`config.mk`:
```
export PLATFORM = sky130hd
export DESIGN_NAME = page_buf_seq
export DESIGN_NICKNAME = d
export VERILOG_FILES = /design/src/rtl/page_buf_pkg.sv /design/src/rtl/page_buf_dec.sv /design/src/rtl/page_buf_seq.sv
export SDC_FILE = /design/constraint.sdc
export NUM_CORES = 1
export LEC_CHECK = 0
export CAP_MARGIN = 30
export CORE_AREA = 4 4 224 226
export DETAILED_ROUTE_END_ITERATION = 16
export DIE_AREA = 0 0 228 230
export PLACE_DENSITY_LB_ADDON = 0.15
export REMOVE_ABC_BUFFERS = 1
export SLEW_MARGIN = 20
export SYNTH_ARGS = -nofsm -noshare
export SYNTH_HDL_FRONTEND = slang
export SYNTH_SLANG_ARGS = --single-unit
```
`constraint.sdc`:
```
create_clock -name clk -period 2.9 [get_ports clk]
set_input_delay 0.58 -clock clk [delete_from_list [all_inputs] [get_ports clk]]
set_output_delay 0.58 -clock clk [all_outputs]
set_load 0.02 [all_outputs]
```
`src/rtl/page_buf_pkg.sv`:
```
// -----------------------------------------------------------------------------
// page_buf_pkg
// Shared definitions for the page buffer sequencer: page geometry, the
// command opcodes and the sequencer state encoding.
// -----------------------------------------------------------------------------
package page_buf_pkg;

    // Page geometry
    localparam int PAGE_BYTES = 512;
    localparam int PAGE_AW    = 9;   // log2(PAGE_BYTES)
    localparam int PAGE_DW    = 8;

    // Command opcodes (cmd_op)
    localparam logic OP_FILL  = 1'b0;  // stream -> buffer
    localparam logic OP_DRAIN = 1'b1;  // buffer -> stream

    // Sequencer state encoding
    typedef logic [1:0] state_t;
    localparam state_t ST_IDLE  = 2'd0;
    localparam state_t ST_FILL  = 2'd1;
    localparam state_t ST_DRAIN = 2'd2;
    localparam state_t ST_DONE  = 2'd3;

endpackage : page_buf_pkg

```
`src/rtl/page_buf_dec.sv`:
```
// -----------------------------------------------------------------------------
// page_buf_dec
// Address to one-hot write-enable decoder for the page buffer. With en low
// every output bit is zero; with en high exactly the bit selected by addr
// is set.
//
// Ports:
//   en      in   1      decode enable (a write handshake is happening)
//   addr    in   AW     byte column to enable
//   onehot  out  DEPTH  per-byte write enables
// -----------------------------------------------------------------------------
module page_buf_dec #(
    parameter int DEPTH = 512,
    parameter int AW    = 9
) (
    input  logic             en,
    input  logic [AW-1:0]    addr,
    output logic [DEPTH-1:0] onehot
);

    always_comb begin
        // NOTE: every combinational output gets a default before any
        // conditional assignment, otherwise a latch is inferred.
        onehot = '0;
        if (en) begin
            onehot[addr] = 1'b1;
        end
    end

endmodule : page_buf_dec

```
`src/rtl/page_buf_seq.sv`:
```
// -----------------------------------------------------------------------------
// page_buf_seq
// Sequencer between the host/flash byte streams and the 512-byte page
// buffer. A FILL command writes cmd_len bytes from the wr_* stream into
// consecutive buffer columns starting at cmd_col; a DRAIN command reads
// cmd_len bytes from the buffer onto the rd_* stream through a one-deep
// output register. Columns wrap DEPTH-1 -> 0. done pulses for one cycle
// when a command completes.
//
// Ports:
//   clk, rst                  clock, asynchronous active-high reset
//   cmd_valid/cmd_ready       command handshake (ready only in IDLE)
//   cmd_op                    OP_FILL / OP_DRAIN
//   cmd_col                   start column
//   cmd_len                   byte count, 0 = none, >DEPTH clamps to DEPTH
//   wr_valid/wr_ready/wr_data fill stream (sink)
//   rd_valid/rd_ready/rd_data drain stream (source)
//   mem_din                   buffer write data (wr_data passed through)
//   mem_en                    buffer per-byte write enables (one-hot or 0)
//   mem_sel                   buffer read select (current column)
//   mem_dout                  buffer read data
//   busy                      high whenever not IDLE
//   done                      one-cycle completion pulse
// -----------------------------------------------------------------------------
module page_buf_seq
    import page_buf_pkg::*;
#(
    parameter int DEPTH = page_buf_pkg::PAGE_BYTES,
    parameter int AW    = page_buf_pkg::PAGE_AW,
    parameter int DW    = page_buf_pkg::PAGE_DW
) (
    input  logic             clk,
    input  logic             rst,

    input  logic             cmd_valid,
    output logic             cmd_ready,
    input  logic             cmd_op,
    input  logic [AW-1:0]    cmd_col,
    input  logic [AW:0]      cmd_len,

    input  logic             wr_valid,
    output logic             wr_ready,
    input  logic [DW-1:0]    wr_data,

    output logic             rd_valid,
    input  logic             rd_ready,
    output logic [DW-1:0]    rd_data,

    output logic [DW-1:0]    mem_din,
    output logic [DEPTH-1:0] mem_en,
    output logic [AW-1:0]    mem_sel,
    input  logic [DW-1:0]    mem_dout,

    output logic             busy,
    output logic             done
);

    localparam logic [AW:0] DEPTH_LEN = (AW+1)'(DEPTH);

    state_t          state_q, state_d;
    logic [AW-1:0]   ptr_q,   ptr_d;
    logic [AW:0]     cnt_q,   cnt_d;
    logic            rd_valid_q, rd_valid_d;
    logic [DW-1:0]   rd_data_q,  rd_data_d;

    logic [AW:0]     len_clamped;
    logic            fill_fire;
    logic            drain_load;
    logic            out_free;

    assign len_clamped = (cmd_len > DEPTH_LEN) ? DEPTH_LEN : cmd_len;

    // The output register can take a new byte when it is empty or its
    // current byte is being consumed this cycle.
    assign out_free   = !rd_valid_q || rd_ready;

    assign cmd_ready  = (state_q == ST_IDLE);
    assign wr_ready   = (state_q == ST_FILL) && (cnt_q != '0);
    assign fill_fire  = wr_valid && wr_ready;
    assign drain_load = (state_q == ST_DRAIN) && (cnt_q != '0) && out_free;

    always_comb begin
        state_d    = state_q;
        ptr_d      = ptr_q;
        cnt_d      = cnt_q;
        rd_valid_d = rd_valid_q;
        rd_data_d  = rd_data_q;

        case (state_q)
            ST_IDLE: begin
                if (cmd_valid) begin
                    ptr_d = cmd_col;
                    cnt_d = len_clamped;
                    // The opcode is held by the state itself: FILL and
                    // DRAIN are separate states for the whole transfer.
                    if (len_clamped == '0) begin
                        state_d = ST_DONE;
                    end else if (cmd_op == OP_DRAIN) begin
                        state_d = ST_DRAIN;
                    end else begin
                        state_d = ST_FILL;
                    end
                end
            end

            ST_FILL: begin
                if (fill_fire) begin
                    ptr_d = ptr_q + 1'b1;
                    cnt_d = cnt_q - 1'b1;
                    if (cnt_q == (AW+1)'(1)) begin
                        state_d = ST_DONE;
                    end
                end
            end

            ST_DRAIN: begin
                if (drain_load) begin
                    rd_data_d  = mem_dout;
                    rd_valid_d = 1'b1;
                    ptr_d      = ptr_q + 1'b1;
                    cnt_d      = cnt_q - 1'b1;
                end else if (rd_ready) begin
                    rd_valid_d = 1'b0;
                end
                // Finish only once the last byte has left the output stage.
                if ((cnt_q == '0) && out_free) begin
                    state_d = ST_DONE;
                end
            end

            ST_DONE: begin
                state_d = ST_IDLE;
            end

            default: begin
                state_d = ST_IDLE;
            end
        endcase
    end

    // NOTE: sequential state is updated with non-blocking assignments only,
    // so every flop samples the pre-edge values regardless of block order.
    always_ff @(posedge clk or posedge rst) begin
        if (rst) begin
            state_q    <= ST_IDLE;
            ptr_q      <= '0;
            cnt_q      <= '0;
            rd_valid_q <= 1'b0;
            rd_data_q  <= '0;
        end else begin
            state_q    <= state_d;
            ptr_q      <= ptr_d;
            cnt_q      <= cnt_d;
            rd_valid_q <= rd_valid_d;
            rd_data_q  <= rd_data_d;
        end
    end

    page_buf_dec #(
        .DEPTH (DEPTH),
        .AW    (AW)
    ) u_dec (
        .en     (fill_fire),
        .addr   (ptr_q),
        .onehot (mem_en)
    );

    assign mem_din  = wr_data;
    assign mem_sel  = ptr_q;
    assign rd_valid = rd_valid_q;
    assign rd_data  = rd_data_q;
    assign busy     = (state_q != ST_IDLE);
    assign done     = (state_q == ST_DONE);

endmodule : page_buf_seq

```
# Yosys cells after proc, flatten, opt, wreduce, memory -nomap -nowiden
# Index checks and enable logic that the tools add are counted.
# W data, S select, Z words.
# classes
magnitude_cmp	3
add_sub_neg	2
eq_ne	9
n_mux	21
reduce_logical	19
# op_table
op	count
$mux W512	1
$mux W10	4
$pmux W10 S3	1
$mux W9	3
$pmux W9 S3	1
$logic_not A10 Y1	2
$mux W2	6
$eq A10 B1 Y1 const B	1
$gt A10 B10 Y1 const B	1
$lt A9 B10 Y1 const B	1
$reduce_bool A10 Y1	1
$sub A10 B1 Y10 const B	1
$add A9 B1 Y9 const B	1
$demux W1 S9	1
$ge A9 B1 Y1 const B	1
$pmux W2 S4	1
$reduce_and A4 Y1	2
$logic_and A1 B1 Y1	6
$ne A2 B2 Y1 const B	3
$eq A2 B2 Y1 const B	2
$ne A2 B1 Y1 const B	2
$reduce_and A2 Y1	2
$reduce_bool A2 Y1	2
$mux W1	3
5 further kinds	5
# totals
output_inout_bits	542
register_bits	30
elab_cells	59
inputBits	41

# Depth between registers and ports, before layout
# Gate-level depths: netlist (run 1).
# depth
ltp_word	6
mapped_depth	9

# By module
# From an unflattened synthesis (run 1), not the netlist that was laid out.
# hier_totals
hier_cells	957
area_unflattened_um2	6466.2
# modules_own_cells
module	cells_each	area_per_inst_um2	seq_area_each_um2	instances
page_buf_dec	755	4588.2	0.0	1
page_buf_seq	202	1878.1	750.7	1

# Worst setup path after synthesis (run 1)
# No wires, ideal clock.
# synth_timing
path_kind	flip-flop to output port
from	register cnt_q[0]
to	output port mem_en[134]
n_path_buf	2
slack_ps	258
t_arrival_ps	2062
path_stages_with_launch	9
t_required_ps	2320
cell_sequence	dfrtp_1 -> inv_1 -> ha_1 -> nor3b_1 -> a31oi_1 -> clkbuf_1 -> nand3_1 -> clkbuf_1 -> nor2_1
# synth_between
elab_chain_len	4
# synth_rtl
element	line_no	rtl
from (decl)	page_buf_seq.sv:62	logic [AW:0] cnt_q, cnt_d;
from (signal assigned)	page_buf_seq.sv:153	cnt_q <= cnt_d;
$reduce_bool A10 Y1	page_buf_seq.sv:78	assign wr_ready = (state_q == ST_FILL) && (cnt_q != '0);
$logic_and A1 B1 Y1	page_buf_seq.sv:78	
$logic_and A1 B1 Y1	page_buf_seq.sv:79	assign fill_fire = wr_valid && wr_ready;
$mux W512	page_buf_dec.sv:25	if (en) begin
to (decl)	page_buf_seq.sv:50	output logic [DEPTH-1:0] mem_en,
# No other way between the ends.

# Worst setup path in the final report (run 1)
# layout_timing
from	register cnt_q[1]
to	output port mem_en[286]
# The elaborated chain is that of the path after synthesis.

==> results.py, run 1 <==
metrics = {
    "power_and_ir_drop": {
        "switching_share_pct": 55.9,
        "share_seq_of_total_power_pct": 11.4,
        "p_per_area_nw_per_um2": 569,
        "p_comb_share_pct": 81.1,
        "power.net_switching_mw": 4.11,
        "clockPowerShare_pct": 7.5,
        "ir_worst_vdd_mv": 0.363,
        "power.leakage_nw": 5.60,
        "power.internal_mw": 3.25,
    },
    "sta": {
        "finalHoldViolations": 0,
        "layout_min_cycle_time_ns": 3.00,
        "slew_headroom_pct": 52.3,
        "fin_skew_ns": 0.00663,
        "slew_violations": 0,
        "rsz0062_at_grt": "true",
        "fin_ws_ns": -0.0956,
        "fin_setup_tns_ns": -1.23,
        "finalSetupViolCount": 27,
        "final.hold.worst_slack_ns": 0.512,
        "post-route-period-util_pct": 103,
        "slew_of_the_pin_with_the_lowest_slew_margin_ns": 0.716,
        "maxClockFrequency_mhz": 334,
    },
    "grt": {
        "first_global_vias": 8894,
        "grt_start_max_net_pins": 33,
        "grt_usage_pct": 18.7,
        "grt_pass1_wl_um": 72600,
        "grt_antenna_before_repair": 0,
        "gr-total-overflow": 0,
    },
    "route": {
        "drt.antenna.violating_nets": 0,
        "vias": 9103,
        "wl_um": 53800,
        "drt_first_iter_violations": 524,
        "drc_errors": 0,
        "routed_wire_length_per_instance_um": 24.5,
        "drt-pass1-iter-count": 5,
        "routed_via_density": 4.14,
    },
    "floorplan": {
        "floorplan.die.width_um": 228,
        "floorplan.die.height_um": 230,
        "floorplan.rows": 81,
        "floorplan.io_pins": 583,
        "initial_core_util_pct": 10.1,
        "core_region_area_um2": 48300,
        "die_area_um2": 52400,
    },
    "logic_synthesis": {
        "synthCells": 912,
        "mappedNetlistArea_um2": 4890,
        "synth_warnings": 0,
        "post_synth_num_cell_types": 58,
        "most_used_flip_flop_cell_after_synthesis": "dfrtp_1",
        "postSynthRegisterBits": 30,
        "post_synth.cell_area_avg_um2": 5.37,
        "synth-edff-count": 0,
        "synth-async-reset-ratio_pct": 100,
        "synth_seq_area_share_pct": 15.3,
    },
    "placed_design": {
        "routabilityCongestion": 0.820,
        "detailed_place_hpwl_um": 39600,
        "port_buffers": 566,
    },
    "clocking": {
        "ctsLongestPathBuffers": 2,
        "clock_pin_slew_reported_for_the_worst_setup_and_hold_paths_after_clock_tree_synthesis_ns": 0.06,
        "worst_skew_pair.late_latency_ns": 0.29,
        "cts_tree": "yes",
        "cts-root-buf": "clkbuf_16",
        "cts_buffers": 5,
        "clock_tree.htree_level_count": 2,
        "clkSinkCount": 30,
    },
    "layout": {
        "share_of_post_route_cells_with_drive_strength_above_1_pct": 58.1,
        "layout_commonest_cell": "nor2_1",
        "area_delta_synth_final_pct": 164,
        "antennaDiodeCount": 0,
        "layout.cells.most_common_list": "nor2_1 (364), buf_2 (198), buf_6 (160)",
        "final_net_count": 1627,
    },
    "setup_path": {
        "critPathBufInv": 7,
        "crit_slowest_cell": "or3b_4",
        "critical-path-max-stage-delay_ns": 0.39,
        "worst_setup_path_end_kind": "output pin",
        "worstSetupStartpointType": "flop",
        "path_class": "flop to output pin",
        "path_common_cell": "buf_6",
        "crit_arrival_ns": 2.42,
        "required_ns": 2.32,
        "path_cells": "inv_2 -> ha_4 -> or3b_4 -> buf_6 -> o31ai_4 -> buf_6 -> or2_4 -> buf_12 -> buf_12 -> buf_6 -> nor2_2 -> buf_6",
        "worst-path-max-fanout": 6,
        "path_delay_family": "buffers and inverters",
    },
    "job": {
        "max-cap-violations": 0,
    },
    "status": {
        "failed_checks": "negative setup slack",
        "run_status": "finished with violations",
    },
    "worst_hold_path": {
        "hold_path.class": "flop to flop",
    },
}
==> cells in the mapped netlist, drive strengths merged (3+ instances only) <==
cell type / n / area share (%)
a21oi: 3 / 0.31
mux2: 12 / 2.8
nand2: 54 / 4.2
nand2b: 5 / 0.64
a32oi: 4 / 0.72
nand4: 11 / 1.4
ha: 10 / 2.6
nor4: 3 / 0.69
a31oi: 4 / 0.51
inv: 20 / 1.5
clkbuf: 85 / 6.5
or2: 3 / 0.38
a22oi: 6 / 0.92
dfrtp: 30 / 15
nor2b: 4 / 0.51
o21ai: 7 / 0.95
buf: 23 / 3.4
o2bb2ai: 4 / 0.72
a41oi: 3 / 0.54
o32ai: 4 / 0.72
o211ai: 16 / 2.9
nor3: 30 / 3.3
o31ai: 5 / 1.0
mux2i: 4 / 0.82
nand3: 29 / 3.0
nor2: 504 / 39
==> flip-flops by register name, indices dropped and copies added, names as in the netlist <==
register / count
state_q: 2
cnt_q: 10
rd_data: 8
mem_sel: 9
rd_valid: 1
==> layout make-up <==
cell class	count	area [µm²]
Clock buffer	6	139
Fill cell	5479	35400
Tap cell	622	778
Sequential cell	30	753
Multi-Input combinational cell	754	4700
Inverter	20	75.1
Clock inverter	2	12.5
Timing Repair Buffer	765	6460
==> power by group through the flow <==
stage	registers (mW)	clock network (mW)	logic [mW]
floorplan	1.01	0	2.23
global placement	0.822	0	5.36
detailed placement	0.829	0	5.34
CTS	0.833	0.571	5.65
global route	0.870	0.593	6.40
finish	0.837	0.555	5.96
==> logic make-up (layout without fill, tap and decap cells) <==
kind of cell	Yosys count	in the layout	synth area share, %
compound gates	76	76	12.9
fa+ha+maj	10	10	2.56
buf+inv	128	793	11.5
flops	30	30	15.3
mux	16	16	3.58
simple gates	652	652	54.2
==> metal layers <==
layer	wire length, µm	GRT usage, %	up-vias	share of wire [%]
met2	28100	35.0	380	52
met4	396	1.84	0	0.74
met5	0	0	-	0
met3	3180	3.99	22	5.9
met1	22100	22.7	4449	41
li1	-	-	4252	-
==> metrics by stage <==
step           area [µm²]  worst slack [ns]  power (mW)  std cells  util [%]
6_report            12900           -0.0956        7.35       2199      26.7
5_1_grt             12900            -0.162        7.86       2199      26.7
4_1_cts             12100            -0.125        7.05       2180      24.9
3_5_place_dp        12300            -0.626        6.17       2142      25.5
3_3_place_gp        12300            -0.636        6.18       2142      25.5
2_1_floorplan        4410            -0.420        3.24        804         -
==> worst paths after layout <==
check / slack [ns] / cells past startpoint / to / start
max in group asynchronous: 1.86 / 3 / mem_sel[8]$_DFFE_PP0P_ / rst
min in group asynchronous: 0.69 / 3 / cnt_q[7]$_DFFE_PP0P_ / rst
hold / removal: 0.51 / 1 / rd_data[1]$_DFFE_PP0P_ / rd_data[1]$_DFFE_PP0P_
setup / recovery: -0.1 / 12 / mem_en[286] / cnt_q[1]$_DFFE_PP0P_
hold reg to reg: 0.51 / 1 / rd_data[1]$_DFFE_PP0P_ / rd_data[1]$_DFFE_PP0P_
setup reg to reg: 0.33 / 11 / mem_sel[8]$_DFFE_PP0P_ / cnt_q[1]$_DFFE_PP0P_
==> repair_timing <==
action                                  in CTS  in global routing
cloned                                       5                  9
resized for setup                         1552                839
endpoints found under the setup margin     508                407
setup buffers                               31                 15
hold buffers                                 0                  0
pin swaps                                    7                 10
(Power assumes the default switching activity.)
==> run 2: changes to the inputs <==
--- a/config.mk
+++ b/config.mk
@@ -5,6 +5,7 @@
 export SDC_FILE = /design/constraint.sdc
 export NUM_CORES = 1
 export LEC_CHECK = 0
+export ABC_CLOCK_PERIOD_IN_PS = 2900
 export CAP_MARGIN = 30
 export CORE_AREA = 4 4 224 226
 export DETAILED_ROUTE_END_ITERATION = 16
==> results of run 2 <==
No change in the layout: final DEF, timing and power equal those of run 1.
==> run 3: changes to the inputs <==
--- a/config.mk
+++ b/config.mk
@@ -8,6 +8,7 @@
 export ABC_CLOCK_PERIOD_IN_PS = 2900
 export CAP_MARGIN = 30
 export CORE_AREA = 4 4 224 226
+export CTS_CLUSTER_SIZE = 12
 export DETAILED_ROUTE_END_ITERATION = 16
 export DIE_AREA = 0 0 228 230
 export PLACE_DENSITY_LB_ADDON = 0.15
==> results of run 3 <==
No change in the layout: final DEF, timing and power equal those of run 1.
